==> config.mk <==
export PLATFORM = sky130hd
export DESIGN_NAME = multiexp_cmd_decode
export DESIGN_NICKNAME = d
export VERILOG_FILES = /design/src/rtl/multiexp_cmd_pkg.sv /design/src/rtl/multiexp_cmd_skid.sv /design/src/rtl/multiexp_cmd_decode.sv
export SDC_FILE = /design/constraint.sdc
export NUM_CORES = 1
export LEC_CHECK = 0
export ABC_AREA = 0
export CORE_ASPECT_RATIO = 0.8
export CORE_MARGIN = 1.5
export CORE_UTILIZATION = 57
export CTS_CLUSTER_SIZE = 16
export DETAILED_ROUTE_END_ITERATION = 12
export PLACE_DENSITY = 0.85
export SYNTH_ARGS = -nofsm -noshare
export SYNTH_HDL_FRONTEND = slang
export SYNTH_SLANG_ARGS = --single-unit
==> constraint.sdc <==
create_clock -name clk -period 8.05 [get_ports clk]
set_clock_uncertainty 0.05 [all_clocks]
set_input_delay 2.0125 -clock clk [delete_from_list [all_inputs] [get_ports clk]]
set_output_delay 2.0125 -clock clk [all_outputs]
set_load 0.005 [all_outputs]
==> src/rtl/multiexp_cmd_pkg.sv <==
// Shared opcode encodings, word-field positions and FSM states for the multiexp command decoder.
// Optional illegal-word counter in the top is enabled by MULTIEXP_CMD_ERRCNT_EN.
package multiexp_cmd_pkg;

    localparam int WORD_W = 32;
    localparam int OP_W   = 6;
    localparam int ARG_W  = 24;
    localparam int CNT_W  = 16;

    localparam int OP_LOAD_ERAM     = 0;
    localparam int OP_LOAD_TRAM     = 1;
    localparam int OP_SET_ADDR      = 2;
    localparam int OP_READ_RESULT   = 3;
    localparam int OP_FLUSH_RESULTS = 4;
    localparam int OP_START_MULT    = 5;

    localparam logic [OP_W-1:0] OPC_LOAD_ERAM     = 6'b000001;
    localparam logic [OP_W-1:0] OPC_LOAD_TRAM     = 6'b000010;
    localparam logic [OP_W-1:0] OPC_SET_ADDR      = 6'b000100;
    localparam logic [OP_W-1:0] OPC_READ_RESULT   = 6'b001000;
    localparam logic [OP_W-1:0] OPC_FLUSH_RESULTS = 6'b010000;
    localparam logic [OP_W-1:0] OPC_START_MULT    = 6'b100000;

    localparam int OPC_HI = 31;
    localparam int OPC_LO = 26;
    localparam int RSV_HI = 25;
    localparam int RSV_LO = 24;
    localparam int ARG_HI = 23;
    localparam int ARG_LO = 0;

    typedef enum logic [1:0] {
        IDLE = 2'd0,
        CMD  = 2'd1,
        PAY  = 2'd2
    } state_e;

    function automatic logic [OP_W-1:0] word_op(input logic [WORD_W-1:0] w);
        return w[OPC_HI:OPC_LO];
    endfunction

    // Exactly one opcode bit set and the reserved field clear.
    function automatic logic word_legal(input logic [WORD_W-1:0] w);
        logic [OP_W-1:0] op;
        op = w[OPC_HI:OPC_LO];
        return (op != '0) && ((op & (op - 6'd1)) == '0) && (w[RSV_HI:RSV_LO] == 2'b00);
    endfunction

endpackage

==> src/rtl/multiexp_cmd_skid.sv <==
// Two-entry buffer in front of a non-showahead scfifo; issues rdreq only when the
// returning word is guaranteed a free slot, counting the word the consumer pops this cycle.
module multiexp_cmd_skid
    import multiexp_cmd_pkg::*;
(
    input  logic              clk,
    input  logic              rst_n,
    input  logic              fifo_empty,
    input  logic [WORD_W-1:0] fifo_datai,
    input  logic              pop,
    output logic              fifo_rden,
    output logic              head_valid,
    output logic [WORD_W-1:0] head_data,
    output logic              buf_busy
);

    logic [1:0]        occ_q, occ_d;
    logic              inflight_q;
    logic              run_q;
    logic [WORD_W-1:0] head_q, head_d;
    logic [WORD_W-1:0] tail_q, tail_d;
    logic [2:0]        slots_used;

    assign slots_used = {1'b0, occ_q} - {2'b00, pop} + {2'b00, inflight_q};
    // run_q keeps rdreq low while in reset and on the first edge after it.
    assign fifo_rden  = run_q & ~fifo_empty & (slots_used < 3'd2);
    assign head_valid = (occ_q != 2'd0);
    assign head_data  = head_q;
    assign buf_busy   = (occ_q != 2'd0);

    always_comb begin
        occ_d  = occ_q;
        head_d = head_q;
        tail_d = tail_q;
        case ({inflight_q, pop})
            2'b11: begin
                if (occ_q == 2'd2) begin
                    head_d = tail_q;
                    tail_d = fifo_datai;
                end else begin
                    head_d = fifo_datai;
                end
            end
            2'b01: begin
                head_d = tail_q;
                occ_d  = occ_q - 2'd1;
            end
            2'b10: begin
                if (occ_q == 2'd0) begin
                    head_d = fifo_datai;
                end else begin
                    tail_d = fifo_datai;
                end
                occ_d = occ_q + 2'd1;
            end
            default: ;
        endcase
    end

    always_ff @(posedge clk or negedge rst_n) begin
        if (!rst_n) begin
            occ_q      <= 2'd0;
            inflight_q <= 1'b0;
            run_q      <= 1'b0;
            head_q     <= '0;
            tail_q     <= '0;
        end else begin
            occ_q      <= occ_d;
            inflight_q <= fifo_rden;
            run_q      <= 1'b1;
            head_q     <= head_d;
            tail_q     <= tail_d;
        end
    end

endmodule

==> src/rtl/multiexp_cmd_decode.sv <==
// Command front end: decodes one-hot opcode words from the PCIe FIFO and forwards LOAD payloads verbatim.
// Define MULTIEXP_CMD_ERRCNT_EN to build the saturating illegal-word counter behind err_count.
module multiexp_cmd_decode
    import multiexp_cmd_pkg::*;
#(
    parameter int unsigned e_words = 16,
    parameter int unsigned t_words = 16
)
(
    input  logic              clk,
    input  logic              pcie_perstn,
    input  logic [WORD_W-1:0] fifo_datai,
    input  logic              fifo_empty,
    output logic              fifo_rden,
    output logic              cmd_valid,
    input  logic              cmd_ready,
    output logic [OP_W-1:0]   cmd_op,
    output logic [ARG_W-1:0]  cmd_arg,
    output logic              pay_valid,
    input  logic              pay_ready,
    output logic [WORD_W-1:0] pay_data,
    output logic              pay_last,
    output logic              err_illegal,
    output logic [15:0]       err_count,
    output logic              busy
);

    localparam logic [CNT_W-1:0] E_CNT = CNT_W'(e_words);
    localparam logic [CNT_W-1:0] T_CNT = CNT_W'(t_words);

    logic              head_valid, pop, buf_busy, pay_take;
    logic [WORD_W-1:0] head_data;

    state_e            state_q, state_d;
    logic              cmd_valid_q, cmd_valid_d;
    logic [OP_W-1:0]   cmd_op_q, cmd_op_d;
    logic [ARG_W-1:0]  cmd_arg_q, cmd_arg_d;
    logic              pay_valid_q, pay_valid_d;
    logic [WORD_W-1:0] pay_data_q, pay_data_d;
    logic              pay_last_q, pay_last_d;
    logic [CNT_W-1:0]  rem_q, rem_d;
    logic              err_illegal_q, err_illegal_d;

    multiexp_cmd_skid u_skid (
        .clk        (clk),
        .rst_n      (pcie_perstn),
        .fifo_empty (fifo_empty),
        .fifo_datai (fifo_datai),
        .pop        (pop),
        .fifo_rden  (fifo_rden),
        .head_valid (head_valid),
        .head_data  (head_data),
        .buf_busy   (buf_busy)
    );

    assign pay_take = pay_valid_q & pay_ready;

    always_comb begin
        state_d       = state_q;
        cmd_valid_d   = cmd_valid_q;
        cmd_op_d      = cmd_op_q;
        cmd_arg_d     = cmd_arg_q;
        pay_valid_d   = pay_valid_q;
        pay_data_d    = pay_data_q;
        pay_last_d    = pay_last_q;
        rem_d         = rem_q;
        err_illegal_d = 1'b0;
        pop           = 1'b0;
        case (state_q)
            IDLE: begin
                if (head_valid) begin
                    pop = 1'b1;
                    if (word_legal(head_data)) begin
                        cmd_op_d    = word_op(head_data);
                        cmd_arg_d   = head_data[ARG_HI:ARG_LO];
                        cmd_valid_d = 1'b1;
                        state_d     = CMD;
                    end else begin
                        err_illegal_d = 1'b1;
                    end
                end
            end
            CMD: begin
                if (cmd_ready) begin
                    cmd_valid_d = 1'b0;
                    if (cmd_op_q[OP_LOAD_ERAM]) begin
                        rem_d   = E_CNT;
                        state_d = PAY;
                    end else if (cmd_op_q[OP_LOAD_TRAM]) begin
                        rem_d   = T_CNT;
                        state_d = PAY;
                    end else begin
                        state_d = IDLE;
                    end
                end
            end
            PAY: begin
                // rem_q counts words not yet loaded into the output register.
                if (pay_take) begin
                    pay_valid_d = 1'b0;
                    pay_last_d  = 1'b0;
                end
                if (pay_take && pay_last_q) begin
                    state_d = IDLE;
                end else if (head_valid && (rem_q != '0) && (!pay_valid_q || pay_ready)) begin
                    pop         = 1'b1;
                    pay_valid_d = 1'b1;
                    pay_data_d  = head_data;
                    pay_last_d  = (rem_q == CNT_W'(1));
                    rem_d       = rem_q - CNT_W'(1);
                end
            end
            default: state_d = IDLE;
        endcase
    end

    always_ff @(posedge clk or negedge pcie_perstn) begin
        if (!pcie_perstn) begin
            state_q       <= IDLE;
            cmd_valid_q   <= 1'b0;
            cmd_op_q      <= '0;
            cmd_arg_q     <= '0;
            pay_valid_q   <= 1'b0;
            pay_data_q    <= '0;
            pay_last_q    <= 1'b0;
            rem_q         <= '0;
            err_illegal_q <= 1'b0;
        end else begin
            state_q       <= state_d;
            cmd_valid_q   <= cmd_valid_d;
            cmd_op_q      <= cmd_op_d;
            cmd_arg_q     <= cmd_arg_d;
            pay_valid_q   <= pay_valid_d;
            pay_data_q    <= pay_data_d;
            pay_last_q    <= pay_last_d;
            rem_q         <= rem_d;
            err_illegal_q <= err_illegal_d;
        end
    end

`ifdef MULTIEXP_CMD_ERRCNT_EN
    logic [15:0] err_cnt_q, err_cnt_d;

    always_comb begin
        err_cnt_d = err_cnt_q;
        if (err_illegal_d && (err_cnt_q != 16'hFFFF)) begin
            err_cnt_d = err_cnt_q + 16'd1;
        end
    end

    always_ff @(posedge clk or negedge pcie_perstn) begin
        if (!pcie_perstn) begin
            err_cnt_q <= 16'd0;
        end else begin
            err_cnt_q <= err_cnt_d;
        end
    end

    assign err_count = err_cnt_q;
`else
    assign err_count = 16'd0;
`endif

    assign cmd_valid   = cmd_valid_q;
    assign cmd_op      = cmd_op_q;
    assign cmd_arg     = cmd_arg_q;
    assign pay_valid   = pay_valid_q;
    assign pay_data    = pay_data_q;
    assign pay_last    = pay_last_q;
    assign err_illegal = err_illegal_q;
    assign busy        = (state_q != IDLE) | buf_busy;

endmodule

# [Yosys cells after proc, flatten, opt, wreduce, memory -nomap -nowiden]
# Cells that the tools add are included.
[op_classes] add_sub_neg=6 magnitude_cmp=1 n_eq_ne=17 muxes=37 bitwise=7 reduce_logical=27
[ops] cell="32-bit 2-to-1 mux" n=4
[ops] cell="32-bit one-hot mux with 3 select lines" n=1
[ops] cell="16-bit 2-to-1 mux" n=5
[ops] cell="32-bit one-hot mux with 2 select lines" n=1
[ops] cell="16-bit one-hot mux with 2 select lines" n=1
[ops] cell="16-bit by 1-bit == test with 1-bit output (second input constant)" n=1
[ops] cell="16-bit nonzero test" n=1
[ops] cell="16-bit by 1-bit subtractor with 16-bit output (second input constant)" n=1
[ops] cell="1-bit 2-to-1 mux" n=15
[ops] cell="2-bit != test (second input constant)" n=7
[ops] cell="2-bit 2-to-1 mux" n=6
[ops] cell="2-bit nonzero test" n=6
[ops] cell="3-bit AND reduction" n=3
[ops] cell="2-bit == test (second input constant)" n=4
[ops] cell="4-bit AND reduction" n=2
[ops] cell="6-bit AND" n=1
[ops] cell="2-bit zero test" n=3
[ops] cell="6-bit zero test" n=1
[ops] cell="2-bit one-hot mux with 3 select lines" n=1
[ops] cell="6-bit nonzero test" n=1
[ops] cell="6-bit by 1-bit subtractor with 6-bit output (second input constant)" n=1
[ops] cell="1-bit logical AND" n=5
[ops] cell="5-bit AND reduction" n=1
[ops] cell="2-bit by 1-bit == test with 1-bit output (second input constant)" n=2
[ops] cell="other kinds (16)" n=21
[word_totals] regBits=152

# [Logic depth before layout (Yosys ltp)]
# Gate-level depths: netlist of the first run.
[logic_depth] word_depth=10 mapped_depth=13 ltp_nobuf=11

# [By module]
# Synthesis of the first run repeated with hierarchy kept, for this count alone.
[hier_totals] cells_unflattened=614 area_unflattened_um2=7463.4
[by_module_without_submodules] module="multiexp_cmd_decode" instances=1 cells_each=291 area_per_inst_um2=3782.4 seq_area_each_um2=2102.0
[by_module_without_submodules] module="multiexp_cmd_skid" instances=1 cells_each=323 area_per_inst_um2=3681.0 seq_area_each_um2=1701.6

# [Least setup slack after synthesis of the first run]
# No wires, ideal clock.
[synth_path] path_kind="input port to output port" startpoint="input pay_ready" endpoint="output fifo_rden" arrival_ns=3.955 t_required_ns=5.988 slack_ns=2.033 cell_stages=9 path_cell_list="nand2b_1 > a211oi_4 > a21oi_1 > inv_1 > ha_1 > nand2b_1 > fa_1 > xor2_1 > nor3_1"
[synth_via] elab_chain_len=9 word_cells_on_any_way=11 classes_between="2 x add/sub; 1 x order compare; 3 x mux; 2 x bitwise; 3 x reduce/logical"
[synth_rtl] item="start, declared" line="multiexp_cmd_decode.sv:20" rtl="input logic pay_ready,"
[synth_rtl] item="1-bit logical OR" line="multiexp_cmd_decode.sv:105" rtl="end else if (head_valid && (rem_q != '0) && (!pay_valid_q || pay_ready)) begin"
[synth_rtl] item="1-bit logical AND" line="multiexp_cmd_decode.sv:105"
[synth_rtl] item="1-bit 2-to-1 mux" line="multiexp_cmd_decode.sv:105"
[synth_rtl] item="1-bit 2-to-1 mux (*)" line="multiexp_cmd_decode.sv:103" rtl="if (pay_take && pay_last_q) begin"
[synth_rtl] item="1-bit one-hot mux with 2 select lines (*)" line="multiexp_cmd_decode.sv:69" rtl="case (state_q)"
[synth_rtl] item="2-bit by 1-bit subtractor with 3-bit output (*)" line="multiexp_cmd_skid.sv:24" rtl="assign slots_used = {1'b0, occ_q} - {2'b00, pop} + {2'b00, inflight_q};"
[synth_rtl] item="3-bit by 1-bit adder with 3-bit output (*)" line="multiexp_cmd_skid.sv:24"
[synth_rtl] item="3-bit by 2-bit < comparator with 1-bit output (*)" line="multiexp_cmd_skid.sv:26" rtl="assign fifo_rden = run_q & ~fifo_empty & (slots_used < 3'd2);"
[synth_rtl] item="1-bit AND (*)" line="multiexp_cmd_skid.sv:26"
[synth_rtl] item="end, declared" line="multiexp_cmd_decode.sv:14" rtl="output logic fifo_rden,"
# Every way passes the cells marked *; elsewhere a longest branch is shown, timed or not.

# [Worst setup path in the final report of the first run]
# Ends and elaborated chain as after synthesis.

==> out/qor.csv, run 1 <==
stage,metric,value,unit
timing,clock.fmax,0.1385,GHz
floorplan,rows,36,
timing,rsz0062_at_grt,no,
global_routing,grt.total_usage,26.16,%
routing,viasPerCell,6.073,
clock_network,cts_inserted_buffers,17,
global_routing,antenna_found_initial,0,
routing,wl,16030,um
clock_network,root_buffer,clkbuf_16,
run_status,status,"complete, no violations",
placement,portBuffers,104,
global_routing,grt_pass1_vias,5306,
timing,period_needed,7.221,ns
timing,tns,0,ns
clock_network,clkSinkCount,152,
placement,dp_cells,815,
routing,drc,0,
global_routing,grt_max_degree,83,
global_routing,grt_pass1_wl,26590,um
power,power,4.260,mW
critical_path,worstPathRequired,5.99,ns
synth,synth_area,7092,um2
clock_network,clockBufferDepth,2,
finish,nNetsFinal,727,
placement,hpwlAfterDp,10060,um
clock_network,cts.repair.resized,0,
floorplan,initial_core_util,58.31,%
finish,diodes,0,
synth,syn_inst,596,
clock_network,cts_tree,built,
floorplan,die_w,127.7,um
floorplan,io_pins,121,
floorplan,dieArea,13120,um2
synth,avgSynthCellArea,11.90,um2
timing,hold_violations,0,
global_routing,grt_overflow,0,
timing,max_slew_margin,15.39,%
finish,drive_above_1_share,19.42,%
routing,detail_route.iter0.violations,333,
routing,ant_nets,0,
finish,finalNonFillerCells,847,
synth,synth-main-ff-cell,dfrtp_1,
clock_network,h-tree-depth,4,
synth,synth_seq_cells,152,
placement,gp_congestion,0.8278,
power,p_leak,3.950,nW
timing,finalSetupViolCount,0,
min_path,min_path_type,reg2reg,
routing,routedWlPerCell,18.93,um
clock_network,cts_setup_buffers,0,
finish,nFillCells,848,
power,peakVddDrop,0.3053,mV
job,maxCapViolations,0,
critical_path,start_kind,input port,
critical_path,cp_max_fo,10,
synth,synth_cell_types,47,
power,powerDensity,487.3,nW/um2
routing,drt_pass1_iterations,5,
critical_path,path_class,in2out,
timing,finalMaxSlewViolations,0,
finish,syn2layout_area_growth,23.27,%
floorplan,dieHeight,102.8,um
synth,yosysWarnings,0,
clock_network,insertion_delay,0.42,ns
critical_path,cp-end-kind,primary output,
clock_network,clkTransAtPathRegs,0.06,ns
timing,hold_slack,0.4389,ns
routing,dr_total_vias,5144,
synth,async_flop_share,100.0,%
finish,final_core_util,71.88,%
clock_network,hold_buffers,0,
synth,synth_edf_count,0,
timing,tightestPinTransition,1.269,ns
timing,finalCritPeriodShare,89.70,%
synth,ys_seq_area_share,53.63,%
critical_path,arrival,5.16,ns
floorplan,core_area,12160,um2
-- layout make-up --
cell class                      instances  area (um2)  area share (%)
Clock buffer                           24       481.7           5.510
Clock inverter                          8       118.9           1.360
Inverter                                7       26.28          0.3006
Multi-Input combinational cell        395        3042           34.79
Sequential cell                       152        3804           43.51
Tap cell                              152       190.2           2.175
Timing Repair Buffer                  109        1080           12.35
-- sequential cells by signal, indices dropped and copies added, names as in the netlist, 2 cells and up --
name / cells
state_q: 2
rem_q: 16
pay_data: 32
cmd_op: 6
cmd_arg: 24
u_skid.head_data: 32
u_skid.occ_q: 2
u_skid.tail_q: 32
-- report_power, final --
group          total [mW]  switching (mW)  internal [mW]
clock               0.806           0.295          0.511
sequential           1.40           0.267           1.13
combinational        2.06            1.03           1.03
total                4.26            1.59           2.67
-- logic make-up (layout without fill, tap and decap cells) --
group	Yosys count	after routing	share of synthesized area, %
AND/OR/NAND/NOR	138	138	9.104
XOR/XNOR	13	13	1.606
flip-flops	152	152	53.63
AO/OA/AOI/OAI	121	121	13.88
multiplexers	98	98	15.53
other	2	17	0.1059
adder cells (fa/ha/maj)	8	8	1.517
buffers and inverters	64	148	4.623
-- routing by layer --
layer / part of all wire (%) / vias to the layer above / global-route usage (%) / wire length, um
met1: 44 / 2633 / 33.74 / 6988
met3: 5.9 / 17 / 8.147 / 939
met2: 50 / 155 / 42.79 / 7973
li1: - / 2339 / - / -
met5: 0 / - / 0 / 0
met4: 0.80 / 0 / 8.816 / 129
-- cells in the final DEF (no fill, tap or decap), types with 3 or more instances in the layout --
| cell | instances |
|---|---|
| or3_1 | 3 |
| buf_4 | 5 |
| mux2_2 | 90 |
| clkbuf_8 | 3 |
| nand2b_1 | 4 |
| o211ai_1 | 4 |
| a21o_1 | 31 |
| clkbuf_1 | 4 |
| a311oi_1 | 31 |
| nand3_2 | 3 |
| nand4_1 | 6 |
| nor3_1 | 7 |
| nand2_1 | 72 |
| clkinv_2 | 4 |
| clkdlybuf4s50_1 | 103 |
| nor4_1 | 5 |
| ha_1 | 6 |
| o21ai_0 | 5 |
| inv_1 | 7 |
| bufinv_16 | 3 |
| nand3_1 | 5 |
| a21oi_1 | 3 |
| xor2_1 | 12 |
| or4_1 | 3 |
| conb_1 | 17 |
| nor2_1 | 18 |
| o31ai_1 | 6 |
| dfrtp_1 | 152 |
| a221oi_1 | 31 |
| mux2_1 | 6 |
| clkbuf_16 | 17 |
-- per-stage QoR --
stage	instance area (um2)	worst slack (ns)
floorplan	7148	2.033
global placement	8142	0.9474
detailed placement	8142	0.8355
CTS	8742	0.8353
global route	8742	0.5885
finish	8742	0.8294
-- synthesized netlist by cell type, drive strengths merged (2+ instances only) --
library cell / number / area share, %
dfrtp: 152 / 54
or4: 3 / 0.32
nor2: 18 / 0.95
nand2b: 5 / 0.44
inv: 7 / 0.37
ha: 7 / 1.2
a311oi: 31 / 3.8
a211oi: 3 / 0.49
nor3: 7 / 0.49
buf: 30 / 2.8
mux2i: 2 / 0.28
conb: 2 / 0.11
or3: 3 / 0.26
clkbuf: 27 / 1.4
o211ai: 4 / 0.42
o311ai: 2 / 0.25
or2: 2 / 0.18
nand2: 73 / 4.0
mux2: 96 / 15
a221oi: 31 / 3.8
a21oi: 3 / 0.21
nor2b: 3 / 0.26
nor4b: 2 / 0.25
nand4: 6 / 0.53
a21o: 31 / 3.3
xor2: 12 / 1.5
nor4: 5 / 0.44
nand3: 8 / 0.71
o31ai: 6 / 0.64
o21ai: 5 / 0.35
-- worst max-delay path, stage by stage --
cell	delay, ns
clkdlybuf4s50_1	0.53
nand2b_1	0.11
a211oi_4	0.23
buf_4	0.21
a21oi_1	0.14
inv_1	0.16
ha_1	0.24
nand2b_1	0.15
fa_1	0.38
xor2_1	0.16
nor3_1	0.26
clkdlybuf4s50_1	0.58
-- path summary, 6_finish.rpt --
kind | from | end | slack [ns] | cells past startpoint
hold reg to reg | cmd_valid | cmd_valid | 0.44 | 2
hold / removal | cmd_valid | cmd_valid | 0.44 | 2
setup reg to reg | rem_q[0] | u_skid.tail_q[8] | 3.62 | 10
setup / recovery | pay_ready | fifo_rden | 0.83 | 12
min in group asynchronous | pcie_perstn | cmd_op[5] | 1.57 | 1
max in group asynchronous | pcie_perstn | u_skid.tail_q[13] | 4.96 | 2
Power figures use the tool's default switching activity.
==> run 2, diff against run 1 <==
--- a/config.mk
+++ b/config.mk
@@ -6,12 +6,13 @@
 export NUM_CORES = 1
 export LEC_CHECK = 0
 export ABC_AREA = 0
-export CORE_ASPECT_RATIO = 0.8
+export CORE_ASPECT_RATIO = 0.75
 export CORE_MARGIN = 1.5
 export CORE_UTILIZATION = 57
 export CTS_CLUSTER_SIZE = 16
 export DETAILED_ROUTE_END_ITERATION = 12
 export PLACE_DENSITY = 0.85
+export REMOVE_ABC_BUFFERS = 1
 export SYNTH_ARGS = -nofsm -noshare
 export SYNTH_HDL_FRONTEND = slang
 export SYNTH_SLANG_ARGS = --single-unit
==> out/qor.csv, run 2 (synthesis gave the netlist of run 1 again) <==
stage,metric,value,unit
finish,layout_common_cells,"dfrtp_1 (152), clkdlybuf4s50_1 (103), mux2_2 (90)",
clock_network,clkSinkCount,152,
timing,period_needed,7.203,ns
timing,max_slew_margin,16.08,%
power,powerDensity,488.2,nW/um2
routing,detail_route.iter0.violations,493,
critical_path,start_kind,input port,
routing,viasPerCell,6.134,
placement,place_ws,0.8600,ns
placement,gp_congestion,0.8281,
global_routing,grt.total_usage,25.47,%
timing,clock.fmax,0.1388,GHz
critical_path,cp-end-kind,primary output,
timing,fin_ws,0.8474,ns
clock_network,cts.repair.resized,0,
routing,drc,0,
placement,portBuffers,104,
finish,drive_above_1_share,19.71,%
floorplan,core_area,12220,um2
routing,wl,16290,um
clock_network,hold_buffers,0,
timing,finalSetupViolCount,0,
finish,finalNonFillerCells,861,
global_routing,grt_pass1_vias,5246,
clock_network,h-tree-depth,4,
timing,rsz0062_at_grt,no,
critical_path,arrival,5.14,ns
clock_network,clockBufferDepth,2,
critical_path,cp_max_fo,10,
clock_network,cts_inserted_buffers,17,
critical_path,path_class,in2out,
routing,ant_nets,0,
timing,tightestPinTransition,1.259,ns
power,peakVddDrop,0.3500,mV
timing,tns,0,ns
min_path,min_path_type,reg2reg,
finish,nNetsFinal,728,
floorplan,dieArea,13130,um2
floorplan,dieHeight,99.60,um
timing,hold_slack,0.4331,ns
placement,dp_cells,830,
floorplan,initial_core_util,58.04,%
floorplan,rows,35,
power,p_leak,3.939,nW
placement,hpwlAfterDp,10090,um
routing,drt_pass1_iterations,4,
clock_network,insertion_delay,0.42,ns
finish,syn2layout_area_growth,23.55,%
finish,final_common_cell,dfrtp_1,
floorplan,io_pins,121,
global_routing,antenna_found_initial,0,
routing,dr_total_vias,5281,
critical_path,worstPathRequired,5.99,ns
floorplan,die_w,131.8,um
clock_network,root_buffer,clkbuf_16,
clock_network,cts_setup_buffers,0,
routing,routedWlPerCell,18.92,um
clock_network,clkTransAtPathRegs,0.06,ns
job,maxCapViolations,0,
power,power,4.278,mW
finish,diodes,0,
clock_network,cts_tree,built,
run_status,status,"complete, no violations",
global_routing,grt_max_degree,83,
timing,hold_violations,0,
timing,finalCritPeriodShare,89.47,%
timing,finalMaxSlewViolations,0,
global_routing,grt_overflow,0,
global_routing,grt_pass1_wl,26400,um
[run 2: layout make-up]
type | count | area (um2)
sequential | 152 | 3804
fill | 807 | 3456
multi-input combinational | 395 | 3042
timing repair buffer | 110 | 1087
clock buffer | 20 | 446.7
tap | 166 | 207.7
clock inverter | 11 | 148.9
inverter | 7 | 26.28
[run 2: worst max-delay path, cell delays in order]
cell and delay, ns:
clkdlybuf4s50_1 0.51, nand2b_1 0.11, a211oi_4 0.23, buf_4 0.21
a21oi_1 0.12, inv_1 0.14, ha_1 0.23, nand2b_1 0.15
fa_1 0.39, xor2_1 0.15, nor3_1 0.26, clkdlybuf4s50_1 0.61
[run 2: layer usage]
metal	GRT usage (%)	routed length [um]	vias up
met4	9.316	306	0
li1	-	-	2346
met5	0	0	-
met3	5.657	931	33
met1	33.59	6850	2685
met2	41.98	8204	217
[run 2: power breakdown]
| group | switching, mW | internal (mW) | leakage, nW |
|---|---|---|---|
| sequential | 0.269 | 1.13 | 1.91 |
| combinational | 1.05 | 1.03 | 1.75 |
| clock | 0.305 | 0.494 | 0.282 |
[run 2: through the flow]
step                cell area, um2  utilization [%]
floorplan                     6847                -
global placement              8167            66.84
detailed placement            8167            66.84
CTS                           8762            71.72
global route                  8762            71.72
finish                        8762            71.72
[run 2: worst paths after layout]
path / startpoint / to / slack [ns] / depth (start not counted)
min in group asynchronous: pcie_perstn / pay_data[17] / 1.57 / 1
min reg2reg: cmd_valid / cmd_valid / 0.43 / 2
max in group asynchronous: pcie_perstn / u_skid.head_data[7] / 4.99 / 2
min: cmd_valid / cmd_valid / 0.43 / 2
max reg2reg: rem_q[0] / u_skid.head_data[21] / 3.98 / 11
max: pay_ready / fifo_rden / 0.85 / 12
==> run 3, diff against run 2 <==
--- a/config.mk
+++ b/config.mk
@@ -13,6 +13,7 @@
 export DETAILED_ROUTE_END_ITERATION = 12
 export PLACE_DENSITY = 0.85
 export REMOVE_ABC_BUFFERS = 1
+export SLEW_MARGIN = 30
 export SYNTH_ARGS = -nofsm -noshare
 export SYNTH_HDL_FRONTEND = slang
 export SYNTH_SLANG_ARGS = --single-unit
==> constraint.sdc (replaced) <==
create_clock -name clk -period 8.9 [get_ports clk]
set_clock_uncertainty 0.05 [all_clocks]
set_input_delay 2.225 -clock clk [delete_from_list [all_inputs] [get_ports clk]]
set_output_delay 2.225 -clock clk [all_outputs]
set_load 0.005 [all_outputs]
==> out/qor.csv, run 3 (synthesis gave the netlist of run 1 again) <==
stage,metric,value,unit
floorplan,dieHeight,99.60,um
floorplan,rows,35,
placement,gp_congestion,0.8489,
floorplan,core_area,12220,um2
routing,drc,0,
clock_network,root_buffer,clkbuf_16,
finish,diodes,0,
routing,ant_nets,0,
routing,drt_pass1_iterations,5,
timing,tns,0,ns
global_routing,grt_pass1_vias,5240,
timing,tightestPinTransition,0.7372,ns
timing,hold_violations,0,
routing,wl,16230,um
clock_network,insertion_delay,0.42,ns
floorplan,initial_core_util,58.04,%
finish,stdcell_area,8726,um2
critical_path,path_class,in2out,
clock_network,h-tree-depth,4,
floorplan,io_pins,121,
finish,nFillCells,796,
global_routing,grt_max_degree,83,
run_status,status,"complete, no violations",
clock_network,cts_inserted_buffers,17,
finish,syn2layout_area_growth,23.04,%
finish,drive_above_1_share,20.00,%
clock_network,cts.repair.resized,0,
finish,final_common_cell,dfrtp_1,
critical_path,worstPathRequired,6.63,ns
power,switching_power,1.501,mW
timing,rsz0062_at_grt,no,
timing,max_slew_margin,50.85,%
clock_network,cts_setup_buffers,0,
power,combPwrFrac,49.5,%
finish,final_core_util,71.42,%
critical_path,arrival,5.71,ns
timing,period_needed,7.983,ns
routing,dr_total_vias,5250,
floorplan,dieArea,13130,um2
global_routing,grt.total_usage,25.56,%
routing,viasPerCell,6.098,
global_routing,antenna_found_initial,0,
routing,routedWlPerCell,18.85,um
timing,finalMaxSlewViolations,0,
clock_network,clkSinkCount,152,
critical_path,cp-end-kind,primary output,
routing,detail_route.iter0.violations,394,
critical_path,cp_max_fo,10,
power,p_int,2.326,mW
timing,finalSetupViolCount,0,
power,clockPowerShare,17.4,%
placement,portBuffers,104,
power,netSwitchingFraction,39.22,%
timing,hold_slack,0.4440,ns
power,powerDensity,438.5,nW/um2
finish,nNetsFinal,727,
placement,postPlaceCellArea,8172,um2
global_routing,grt_pass1_wl,26190,um
job,maxCapViolations,0,
power,sequentialPowerShare,33.1,%
min_path,min_path_type,reg2reg,
timing,clock.fmax,0.1253,GHz
global_routing,grt_overflow,0,
critical_path,start_kind,input port,
floorplan,die_w,131.8,um
clock_network,clkTransAtPathRegs,0.06,ns
placement,hpwlAfterDp,9959,um
finish,layout_common_cells,"dfrtp_1 (152), clkdlybuf4s50_1 (103), mux2_2 (90)",
clock_network,clockBufferDepth,2,
clock_network,cts_tree,built,
timing,finalCritPeriodShare,89.69,%
clock_network,hold_buffers,0,
power,p_leak,3.909,nW
power,peakVddDrop,0.3168,mV
==> run 3: changes by cell type in the layout (fill, tap and decap cells not counted), sizes merged <==
cell	before	now
buf	7	6
clkinv	4	3
clkinvlp	3	4
inv	8	14
bufinv	3	0
clkbuf	20	18
==> run 3: worst paths after layout <==
path | slack (ns) | cells past startpoint | end | from
max in group asynchronous | 5.89 | 2 | pay_data[30] | pcie_perstn
worst max register to register | 5.00 | 11 | u_skid.head_data[22] | rem_q[0]
worst min-delay path | 0.44 | 1 | pay_data[26] | pay_data[26]
min in group asynchronous | 1.78 | 1 | pay_data[17] | pcie_perstn
worst max-delay path | 0.92 | 11 | fifo_rden | pay_ready
worst min register to register | 0.44 | 1 | pay_data[26] | pay_data[26]
==> run 3: layout make-up <==
class | count | area, um2 | share of cell area (%)
Clock buffer | 18 | 429.2 | 4.918
Inverter | 7 | 26.28 | 0.3011
Tap cell | 166 | 207.7 | 2.380
Multi-Input combinational cell | 395 | 3062 | 35.09
Sequential cell | 152 | 3804 | 43.59
Clock inverter | 14 | 113.9 | 1.305
Timing Repair Buffer | 109 | 1084 | 12.42
==> run 3: stage by stage <==
stage                     total power, mW  worst slack, ns  std cells
after global placement              2.994            1.269        829
final                               3.826           0.9175        861
after global routing                4.067           0.8627        861
after floorplan                     2.437            2.353        554
after CTS                           3.822           0.9464        861
after detailed placement            3.125            1.003        829
==> run 3: critical path: stages <==
cell and delay, ns:
clkdlybuf4s50_1 0.52, nand2b_1 0.12, a211oi_4 0.53, a21oi_1 0.28, inv_1 0.18, ha_1 0.24
nand2b_1 0.16, fa_1 0.42, xor2_1 0.17, nor3_1 0.25, clkdlybuf4s50_1 0.61
==> run 3: metal layers <==
metal	wire length, um	vias to the layer above	GRT usage (%)
met5	0	-	0
met4	227	0	10.51
met3	806	19	5.454
met2	8145	190	42.67
met1	7053	2695	32.97
li1	-	2346	-
==> run 3: power by group through the flow <==
| stage | logic (mW) | registers [mW] | clock network [mW] |
|---|---|---|---|
| 2_1_floorplan | 1.22 | 1.22 | 0 |
| 3_5_place_dp | 1.86 | 1.27 | 0 |
| 6_report | 1.89 | 1.26 | 0.667 |
| 3_3_place_gp | 1.76 | 1.24 | 0 |
| 4_1_cts | 1.89 | 1.26 | 0.673 |
| 5_1_grt | 2.05 | 1.30 | 0.708 |
